--- src/rtl/mem_access_if.sv ---
// Bus bundle between the LC3 pipeline/data memory (master) and mem_access_unit (slave).
interface mem_access_if #(
   parameter int ADDR_W = 16,
   parameter int DATA_W = 16
);
   logic              start;
   logic [3:0]        opcode;
   logic [ADDR_W-1:0] eff_addr;
   logic [DATA_W-1:0] st_data;
   logic              dmem_req;
   logic              dmem_we;
   logic [ADDR_W-1:0] dmem_addr;
   logic [DATA_W-1:0] dmem_din;
   logic [DATA_W-1:0] dmem_dout;
   logic              dmem_ack;
   logic [DATA_W-1:0] mem_out;
   logic              complete_data;
   logic              busy;
   logic [1:0]        mem_state;
   logic              mem_err;

   modport master (
      output start, opcode, eff_addr, st_data, dmem_dout, dmem_ack,
      input  dmem_req, dmem_we, dmem_addr, dmem_din, mem_out, complete_data,
             busy, mem_state, mem_err
   );

   modport slave (
      input  start, opcode, eff_addr, st_data, dmem_dout, dmem_ack,
      output dmem_req, dmem_we, dmem_addr, dmem_din, mem_out, complete_data,
             busy, mem_state, mem_err
   );
endinterface

--- src/rtl/mem_access_unit.sv ---
// LC3 data-memory access stage: sequences LD/LDR/LDI/ST/STR/STI over a req/ack bus.
// Define MEM_TIMEOUT_EN to abort a transaction left unacknowledged for TIMEOUT_CYCLES cycles.
module mem_access_unit #(
   parameter int ADDR_W         = 16,
   parameter int DATA_W         = 16,
   parameter int TIMEOUT_CYCLES = 64
) (
   input logic         clk,
   input logic         rst,
   mem_access_if.slave bus
);
   localparam logic [3:0] OP_LD  = 4'b0010;
   localparam logic [3:0] OP_LDR = 4'b0110;
   localparam logic [3:0] OP_LDI = 4'b1010;
   localparam logic [3:0] OP_ST  = 4'b0011;
   localparam logic [3:0] OP_STR = 4'b0111;
   localparam logic [3:0] OP_STI = 4'b1011;

   // Encoding is shared with the controller's stall logic.
   typedef enum logic [1:0] {
      ST_READ     = 2'd0,
      ST_INDIRECT = 2'd1,
      ST_WRITE    = 2'd2,
      ST_IDLE     = 2'd3
   } state_t;

   state_t            state_r;
   logic              req_r;
   logic              we_r;
   logic              complete_r;
   logic              busy_r;
   logic              err_r;
   logic              ind_store_r;
   logic [ADDR_W-1:0] addr_r;
   logic [DATA_W-1:0] din_r;
   logic [DATA_W-1:0] mem_out_r;
   logic              ack_s;
   logic              timeout_s;

   assign ack_s = req_r & bus.dmem_ack;

`ifdef MEM_TIMEOUT_EN
   localparam int TCNT_W = $clog2(TIMEOUT_CYCLES + 1);
   localparam logic [TCNT_W-1:0] TCNT_LAST = TCNT_W'(TIMEOUT_CYCLES - 1);

   logic [TCNT_W-1:0] tcnt_r;

   assign timeout_s = req_r & ~bus.dmem_ack & (tcnt_r == TCNT_LAST);

   // Wait counter restarts whenever no request is open or one has just been accepted.
   always_ff @(posedge clk) begin
      if (rst) begin
         tcnt_r <= {TCNT_W{1'b0}};
      end else if (!req_r || ack_s || timeout_s) begin
         tcnt_r <= {TCNT_W{1'b0}};
      end else begin
         tcnt_r <= tcnt_r + TCNT_W'(1);
      end
   end
`else
   assign timeout_s = 1'b0;
`endif

   // Transaction sequencer; every bus-facing output is produced by this register set.
   always_ff @(posedge clk) begin
      if (rst) begin
         state_r     <= ST_IDLE;
         req_r       <= 1'b0;
         we_r        <= 1'b0;
         addr_r      <= {ADDR_W{1'b0}};
         din_r       <= {DATA_W{1'b0}};
         mem_out_r   <= {DATA_W{1'b0}};
         complete_r  <= 1'b0;
         busy_r      <= 1'b0;
         err_r       <= 1'b0;
         ind_store_r <= 1'b0;
      end else begin
         complete_r <= 1'b0;
         err_r      <= 1'b0;
         case (state_r)
            ST_IDLE: begin
               if (bus.start) begin
                  case (bus.opcode)
                     OP_LD, OP_LDR: begin
                        state_r <= ST_READ;
                        req_r   <= 1'b1;
                        we_r    <= 1'b0;
                        addr_r  <= bus.eff_addr;
                        busy_r  <= 1'b1;
                     end
                     OP_ST, OP_STR: begin
                        state_r <= ST_WRITE;
                        req_r   <= 1'b1;
                        we_r    <= 1'b1;
                        addr_r  <= bus.eff_addr;
                        din_r   <= bus.st_data;
                        busy_r  <= 1'b1;
                     end
                     OP_LDI, OP_STI: begin
                        state_r     <= ST_INDIRECT;
                        req_r       <= 1'b1;
                        we_r        <= 1'b0;
                        addr_r      <= bus.eff_addr;
                        din_r       <= bus.st_data;
                        ind_store_r <= bus.opcode[0];
                        busy_r      <= 1'b1;
                     end
                     default: begin
                     end
                  endcase
               end
            end
            ST_INDIRECT: begin
               if (timeout_s) begin
                  state_r    <= ST_IDLE;
                  req_r      <= 1'b0;
                  busy_r     <= 1'b0;
                  complete_r <= 1'b1;
                  err_r      <= 1'b1;
               end else if (ack_s) begin
                  // req stays high: the pointer access follows back-to-back.
                  addr_r  <= ADDR_W'(bus.dmem_dout);
                  we_r    <= ind_store_r;
                  state_r <= ind_store_r ? ST_WRITE : ST_READ;
               end
            end
            ST_READ, ST_WRITE: begin
               if (ack_s || timeout_s) begin
                  if (ack_s && (state_r == ST_READ)) begin
                     mem_out_r <= bus.dmem_dout;
                  end
                  state_r    <= ST_IDLE;
                  req_r      <= 1'b0;
                  we_r       <= 1'b0;
                  busy_r     <= 1'b0;
                  complete_r <= 1'b1;
                  err_r      <= timeout_s;
               end
            end
            default: begin
               state_r <= ST_IDLE;
               req_r   <= 1'b0;
               we_r    <= 1'b0;
               busy_r  <= 1'b0;
            end
         endcase
      end
   end

   assign bus.dmem_req      = req_r;
   assign bus.dmem_we       = we_r;
   assign bus.dmem_addr     = addr_r;
   assign bus.dmem_din      = din_r;
   assign bus.mem_out       = mem_out_r;
   assign bus.complete_data = complete_r;
   assign bus.busy          = busy_r;
   assign bus.mem_state     = state_r;
   assign bus.mem_err       = err_r;
endmodule

--- src/flat_wrapper.sv ---
// flat-port wrapper written by rule: the top's interface ports become plain ports
module mem_access_unit_flat 
#(
   parameter int ADDR_W         = 16,
   parameter int DATA_W         = 16,
   parameter int TIMEOUT_CYCLES = 64
)
  (clk, rst, bus_start, bus_opcode, bus_eff_addr, bus_st_data, bus_dmem_dout, bus_dmem_ack, bus_dmem_req, bus_dmem_we, bus_dmem_addr, bus_dmem_din, bus_mem_out, bus_complete_data, bus_busy, bus_mem_state, bus_mem_err);
  mem_access_if #(.ADDR_W(ADDR_W), .DATA_W(DATA_W)) bus_i ();
  input logic clk;
  input logic rst;
  input wire logic [$bits(bus_i.start)-1:0] bus_start;
  input wire logic [$bits(bus_i.opcode)-1:0] bus_opcode;
  input wire logic [$bits(bus_i.eff_addr)-1:0] bus_eff_addr;
  input wire logic [$bits(bus_i.st_data)-1:0] bus_st_data;
  input wire logic [$bits(bus_i.dmem_dout)-1:0] bus_dmem_dout;
  input wire logic [$bits(bus_i.dmem_ack)-1:0] bus_dmem_ack;
  output wire logic [$bits(bus_i.dmem_req)-1:0] bus_dmem_req;
  output wire logic [$bits(bus_i.dmem_we)-1:0] bus_dmem_we;
  output wire logic [$bits(bus_i.dmem_addr)-1:0] bus_dmem_addr;
  output wire logic [$bits(bus_i.dmem_din)-1:0] bus_dmem_din;
  output wire logic [$bits(bus_i.mem_out)-1:0] bus_mem_out;
  output wire logic [$bits(bus_i.complete_data)-1:0] bus_complete_data;
  output wire logic [$bits(bus_i.busy)-1:0] bus_busy;
  output wire logic [$bits(bus_i.mem_state)-1:0] bus_mem_state;
  output wire logic [$bits(bus_i.mem_err)-1:0] bus_mem_err;
  assign bus_i.start = bus_start;
  assign bus_i.opcode = bus_opcode;
  assign bus_i.eff_addr = bus_eff_addr;
  assign bus_i.st_data = bus_st_data;
  assign bus_i.dmem_dout = bus_dmem_dout;
  assign bus_i.dmem_ack = bus_dmem_ack;
  assign bus_dmem_req = bus_i.dmem_req;
  assign bus_dmem_we = bus_i.dmem_we;
  assign bus_dmem_addr = bus_i.dmem_addr;
  assign bus_dmem_din = bus_i.dmem_din;
  assign bus_mem_out = bus_i.mem_out;
  assign bus_complete_data = bus_i.complete_data;
  assign bus_busy = bus_i.busy;
  assign bus_mem_state = bus_i.mem_state;
  assign bus_mem_err = bus_i.mem_err;
  mem_access_unit #(.ADDR_W(ADDR_W), .DATA_W(DATA_W), .TIMEOUT_CYCLES(TIMEOUT_CYCLES)) u_core (.clk(clk), .rst(rst), .bus(bus_i));
endmodule
--- config.mk ---
export PLATFORM = sky130hd
export DESIGN_NAME = mem_access_unit_flat
export DESIGN_NICKNAME = d
export VERILOG_FILES = /design/src/rtl/mem_access_if.sv /design/src/rtl/mem_access_unit.sv /design/src/flat_wrapper.sv
export SDC_FILE = /design/constraint.sdc
export NUM_CORES = 1
export LEC_CHECK = 0
export CAP_MARGIN = 15
export CORE_MARGIN = 3
export CORE_UTILIZATION = 45
export DETAILED_ROUTE_END_ITERATION = 8
export GPL_TIMING_DRIVEN = 0
export PLACE_DENSITY = 0.89
export REMOVE_ABC_BUFFERS = 1
export SLEW_MARGIN = 20
export SYNTH_ARGS = -nofsm -noshare
export SYNTH_HDL_FRONTEND = slang
export SYNTH_SLANG_ARGS = --single-unit
--- constraint.sdc ---
create_clock -name clk -period 2.8 [get_ports clk]
set_input_delay 0.56 -clock clk [delete_from_list [all_inputs] [get_ports clk]]
set_output_delay 0.56 -clock clk [all_outputs]
set_load 0.02 [all_outputs]
==> impl_metrics.toml, run 1 <==
[status]
outcome = "complete, no violations"

[placed_design]
pre_cts_ws_ns = 0.2824
io_buffers = 109
routabilityCongestion = 0.7541
dpl_cell_area_sq_um = 3521
hpwl_mm = 4.517
dp_cells = 417

[yosys]
synth_compound_area_share_pct = 16.42
ys_seq_area_share_pct = 43.79
synthDistinctLibCells = 34
yosysTopAreaCellShare_pct = 43.79
synth_area_sq_um = 2469
yosys.area.top_type = "dfxtp_1"
syn_area_per_cell_sq_um = 9.458
synth_xor_area_share_pct = 0
ys_async_sr_fraction_pct = 0
synth_simple_gate_area_share_pct = 19.82
synth_flop_cell = "dfxtp_1"
synthCells = 261
synth_top_family_by_area = "simple AND/OR/NAND/NOR gates"
synth_edf_count = 0
synthTopCellsByArea = "dfxtp_1 44%, mux2i_1 14%, a211oi_1 9.7%, nand2b_1 8.9%, nand2_1 5.5%"
synth_seq_cells = 54
yosys_warnings = 0
yosys.area_share.adder_pct = 0
synthMuxAreaShare_pct = 13.79

[cells_and_area]
nets = 410
drive_gt1_share_pct = 4.225
num_antenna_cells = 0
design_area_sq_um = 3615
area_delta_synth_final_pct = 46.43
instances_no_fill = 425
num-fill-cells = 423

[cts]
cts.path.max_buffers = 2
postCtsHoldBufs = 0
cts_resized = 0
post_cts_buffers = 0
numCtsBuffers = 5
clock-sinks = 54
clk_latency_ns = 0.30
cts.htree.levels = 2
clk_root_buffer_cell = "clkbuf_8"
clk_pin_slew_ns = 0.10
cts_tree = "built"

[sta]
fin_hold_ws_ns = 0.4621
setup_ws_ns = 0.6059
post-route-period-util_pct = 78.36
rsz0062_at_grt = "false"
hold_viol = 0
finalSetupViolCount = 0
slew_headroom_pct = 33.94
period_needed_ns = 2.194
finalClockSkew_ns = 0.006576
fmax_mhz = 455.8
worstMarginPinSlew_ns = 0.9876
slew_viol_final = 0

[critical_path]
cp.arrival_ns = 2.43
required_ns = 3.04
slowest_delay_ns = 0.86
critPathKind = "in2reg"
worst_path_max_delay_cell = "nor3_4"
startpoint = "bus_opcode[1]"
end_kind = "register"
reg2reg_from = "u_core.bus.mem_state[0]$_SDFFE_PP1P_"
start_kind = "input port"
critPathMaxFanout = 16
path_cells = "clkdlybuf4s50_1, nand4_4, nor3_4, mux2i_1"

[route]
vias = 2202
dr.pass1.iters = 4
avgRoutedWirePerCell_microns = 15.02
ant_nets = 0
drtIter0Drc = 116
drc_errors = 0
wl_mm = 6.382
routed_via_density = 5.181

[run]
cap_violations = 0

[power_and_ir_drop]
switching_power_uw = 437.8
clkPwrFrac_pct = 27.2
swShare_pct = 26.70
p_total_mw = 1.640
power_frac_seq_pct = 50.5
peakVddDrop_mv = 0.3000
pwr-share-comb_pct = 22.3
power_density_nw_per_um2 = 453.7
power.internal_mw = 1.202
leakage_nw = 1.308

[global_route]
grt_pass1_wl_mm = 10.36
grt_start_max_net_pins = 40
grt_pass1_vias = 2191
track_usage_pct = 20.20
globalRouteOverflowTotal = 0
antenna_found_initial = 0

[worst_hold_path]
hold_class = "reg2reg"
min_from = "u_core.bus.mem_out[0]$_SDFFE_PP0P_"

[floorplanning]
start_util_pct = 47.43
core_area_sq_um = 5205
pin_count = 111
die_h_microns = 80.07
placementRows = 26
die_x_microns = 80.07
die-area_sq_um = 6410
## critical path, delay by kind of cell
family                 cells  cell delay, ns
muxes                      1            0.27
buffers and inverters      1            0.57
and+or+nand+nor            2            1.02
## synthesized netlist by cell type, drive strengths merged, types with 2 or more instances
cell and number:
a211oi 32, a21oi 18, and2 2, buf 13, clkbuf 11, dfxtp 54
inv 2, mux2i 34, nand2 36, nand2b 35, nor2 2, nor2b 3
nor3 2, o22ai 2
## per-layer routing
| layer | vias up | part of all wire, % | global-route usage, % |
|---|---|---|---|
| met4 | 0 | 1.1 | 5.405 |
| li1 | 1104 | - | - |
| met5 | - | 0 | 0 |
| met1 | 1023 | 42 | 24.74 |
| met2 | 67 | 50 | 34.69 |
| met3 | 8 | 6.7 | 5.605 |
## registers in the layout, summed over array words and instances (netlist names)
signal,cells
u_core.bus.dmem_addr,16
u_core.bus.complete_data,1
u_core.bus.dmem_din,16
u_core.bus.mem_out,16
u_core.bus.mem_state,2
u_core.bus.dmem_we,1
u_core.ind_store_r,1
u_core.bus.dmem_req,1
## placed cells by master, fill, tap and decap left out, types with 2 or more instances in the layout
master and instances:
a21oi_1 18, nor2b_1 3, clkdlybuf4s50_1 108, mux2i_1 34
nand2_1 36, dfxtp_1 54, nor2_1 2, a211oi_1 32
and2_1 2, clkbuf_8 6, inv_1 2, nand2b_1 34
## power groups by stage
| stage | combinational, mW | clock (mW) | sequential (mW) |
|---|---|---|---|
| 3_3_place_gp | 0.361 | 0 | 0.845 |
| 3_5_place_dp | 0.369 | 0 | 0.846 |
| 5_1_grt | 0.393 | 0.488 | 0.834 |
| 4_1_cts | 0.370 | 0.461 | 0.828 |
| 2_1_floorplan | 0.128 | 0 | 0.887 |
| 6_report | 0.366 | 0.446 | 0.829 |
## path summary, 6_finish.rpt
path	slack, ns	end	cells past startpoint
max	0.61	u_core.bus.dmem_din[3]$_SDFFE_PP0P_	4
min reg2reg	0.46	u_core.bus.mem_out[0]$_SDFFE_PP0P_	2
max reg2reg	0.72	u_core.bus.dmem_addr[7]$_SDFFE_PP0P_	3
min	0.46	u_core.bus.mem_out[0]$_SDFFE_PP0P_	2
## metrics by stage
stage	setup TNS (ns)	utilization [%]
floorplan	0	-
global placement	-3.665	67.36
detailed placement	0	67.64
CTS	0	69.40
global route	0	69.45
finish	0	69.45
## layout make-up
cell class	count	area, sq um	share of cell area (%)
multi-input combinational	181	1241	34.34
timing repair buffer	110	1106	30.60
sequential	54	1081	29.91
tap	70	87.58	2.423
clock buffer	7	86.33	2.388
inverter	2	7.507	0.2077
clock inverter	1	5.005	0.1385
## kinds of logic (layout without fill, tap and decap cells)
family | Yosys count | after routing
AND/OR/NAND/NOR | 87 | 87
AO/OA/AOI/OAI | 59 | 59
buffers and inverters | 26 | 120
flip-flops | 54 | 54
other | 1 | 1
multiplexers | 34 | 34
Power figures use the tool's default switching activity.
==> run 2, diff against run 1 <==
--- a/config.mk
+++ b/config.mk
@@ -7,10 +7,10 @@
 export LEC_CHECK = 0
 export CAP_MARGIN = 15
 export CORE_MARGIN = 3
-export CORE_UTILIZATION = 45
+export CORE_UTILIZATION = 38
 export DETAILED_ROUTE_END_ITERATION = 8
 export GPL_TIMING_DRIVEN = 0
-export PLACE_DENSITY = 0.89
+export PLACE_DENSITY = 0.8
 export REMOVE_ABC_BUFFERS = 1
 export SLEW_MARGIN = 20
 export SYNTH_ARGS = -nofsm -noshare
==> constraint.sdc (replaced) <==
create_clock -name clk -period 2 [get_ports clk]
set_input_delay 0.4 -clock clk [delete_from_list [all_inputs] [get_ports clk]]
set_output_delay 0.4 -clock clk [all_outputs]
set_load 0.02 [all_outputs]
==> run 2 against run 1 <==
- wire length is 1.9% higher
- cell area is 1.6% higher
- final cell count is 1.2% higher
- sequential share of layout area is 0.39 points lower
- global-route usage is 3.0 points lower
- critical path depth stayed put
==> impl_metrics.toml, run 2 (synthesis gave the netlist of run 1 again) <==
[route]
dr.pass1.iters = 4
vias = 2167
routed_via_density = 5.040
drc_errors = 0
avgRoutedWirePerCell_microns = 15.12
wl_mm = 6.503
drtIter0Drc = 73
ant_nets = 0

[critical_path]
worst_path_max_delay_cell = "nand4bb_1"
endpoint = "u_core.bus.mem_out[7]$_SDFFE_PP0P_"
reg2reg_depth = 4
path_cells = "clkdlybuf4s50_1, nand4bb_1, nand2_1, a21oi_1"
critPathKind = "in2reg"
startpoint = "bus_dmem_ack"
start_kind = "input port"
r2r_setup_slack_ns = 0.30
critPathMaxFanout = 16
slowest_delay_ns = 0.69
cp.arrival_ns = 2.01
rr_endpoint = "u_core.bus.dmem_addr[8]$_SDFFE_PP0P_"
reg2reg_from = "u_core.bus.mem_state[1]$_SDFFE_PP1P_"
required_ns = 2.16
end_kind = "register"

[sta]
worstMarginPinSlew_ns = 0.8280
fin_setup_tns_ns = 0
rsz0062_at_grt = "false"
slew_headroom_pct = 44.48
post-route-period-util_pct = 92.66
slew_viol_final = 0
period_needed_ns = 1.853
fmax_mhz = 539.6
hold_viol = 0
finalSetupViolCount = 0
finalClockSkew_ns = 0.003518

[cells_and_area]
area_delta_synth_final_pct = 48.71
num-fill-cells = 577
num_antenna_cells = 0
final_cell_mix = "108 x clkdlybuf4s50_1, 52 x dfxtp_1, 36 x nand2_1, 34 x nand2b_1, 34 x mux2i_1"
drive_gt1_share_pct = 5.352
layout_commonest_cell = "clkdlybuf4s50_1"
nets = 412

[floorplanning]
die_h_microns = 86.60
start_util_pct = 40.50
placementRows = 28
die-area_sq_um = 7500
die_x_microns = 86.60
core_area_sq_um = 6096
pin_count = 111

[cts]
clk_root_buffer_cell = "clkbuf_8"
postCtsHoldBufs = 0
cts_tree = "built"
clk_pin_slew_ns = 0.09
numCtsBuffers = 5
cts.htree.levels = 2
clock-sinks = 54
clk_latency_ns = 0.30
cts.path.max_buffers = 2

[placed_design]
io_buffers = 109
routabilityCongestion = 0.7787
hpwl_mm = 4.568

[global_route]
grt_pass1_wl_mm = 10.29
grt_start_max_net_pins = 40
grt_pass1_vias = 2125
track_usage_pct = 17.21
globalRouteOverflowTotal = 0
antenna_found_initial = 0

[power_and_ir_drop]
power_density_nw_per_um2 = 624.2
peakVddDrop_mv = 0.3533
p_total_mw = 2.291
leakage_nw = 1.324

[worst_hold_path]
hold_class = "reg2reg"

[status]
outcome = "complete, no violations"

[run]
cap_violations = 0
==> run 2: power breakdown <==
group          switching, mW  internal, mW
clock                  0.334         0.268
combinational          0.237         0.292
sequential            0.0367          1.12
==> run 2: metrics by stage <==
stage	util (%)	hold slack, ns	instances	worst slack, ns	cell area [sq um]
after global placement	57.61	0.4409	421	-1.011	3512
after detailed placement	57.98	0.4474	422	-0.4813	3535
after floorplan	-	0.4691	237	0.02473	2327
after global routing	60.22	0.4834	430	0.01762	3671
final	60.22	0.4573	430	0.1468	3671
after CTS	59.83	0.4602	429	0.01776	3647
==> run 2: routing by layer <==
layer	wire (microns)	track usage, %	vias to the layer above
met5	0	0	-
met4	15	3.399	0
met3	475	5.894	2
met2	3325	29.49	56
met1	2687	21.00	1013
li1	-	-	1096
==> run 2: how the worst min path moves through the flow <==
stage | start | slack (ns) | endpoint | cells past startpoint
after global routing | u_core.bus.mem_out[10]$_SDFFE_PP0P_ | 0.48 | u_core.bus.mem_out[10]$_SDFFE_PP0P_ | 2
after global placement | u_core.bus.mem_out[0]$_SDFFE_PP0P_ | 0.44 | u_core.bus.mem_out[0]$_SDFFE_PP0P_ | 2
after floorplan | rst | 0.47 | u_core.bus.dmem_req$_SDFFE_PP0P_ | 1
after detailed placement | u_core.bus.mem_out[10]$_SDFFE_PP0P_ | 0.45 | u_core.bus.mem_out[10]$_SDFFE_PP0P_ | 2
after CTS | u_core.bus.mem_out[10]$_SDFFE_PP0P_ | 0.46 | u_core.bus.mem_out[10]$_SDFFE_PP0P_ | 2
final | u_core.bus.mem_out[3]$_SDFFE_PP0P_ | 0.46 | u_core.bus.mem_out[3]$_SDFFE_PP0P_ | 2
==> run 2: cell type report <==
type | count | area [sq um] | area share [%]
sequential | 54 | 1084 | 29.52
timing repair buffer | 112 | 1154 | 31.42
tap | 75 | 93.84 | 2.556
multi-input combinational | 181 | 1250 | 34.05
clock buffer | 6 | 82.58 | 2.249
inverter | 2 | 7.507 | 0.2045
==> run 2: what timing repair did <==
| action | 4_1_cts | 5_1_grt |
|---|---|---|
| gates resized for setup | 2 | 3 |
| setup buffers | 1 | 1 |
| hold endpoints to repair | 0 | 0 |
| pin swaps | 1 | 1 |
| endpoints found under the setup margin | 32 | 18 |
==> run 2: critical path: cells and delay by family <==
kind                   cells  cell delay [ns]
AND/OR/NAND/NOR            2             0.97
buffers and inverters      1             0.56
AO/OA/AOI/OAI              1             0.09
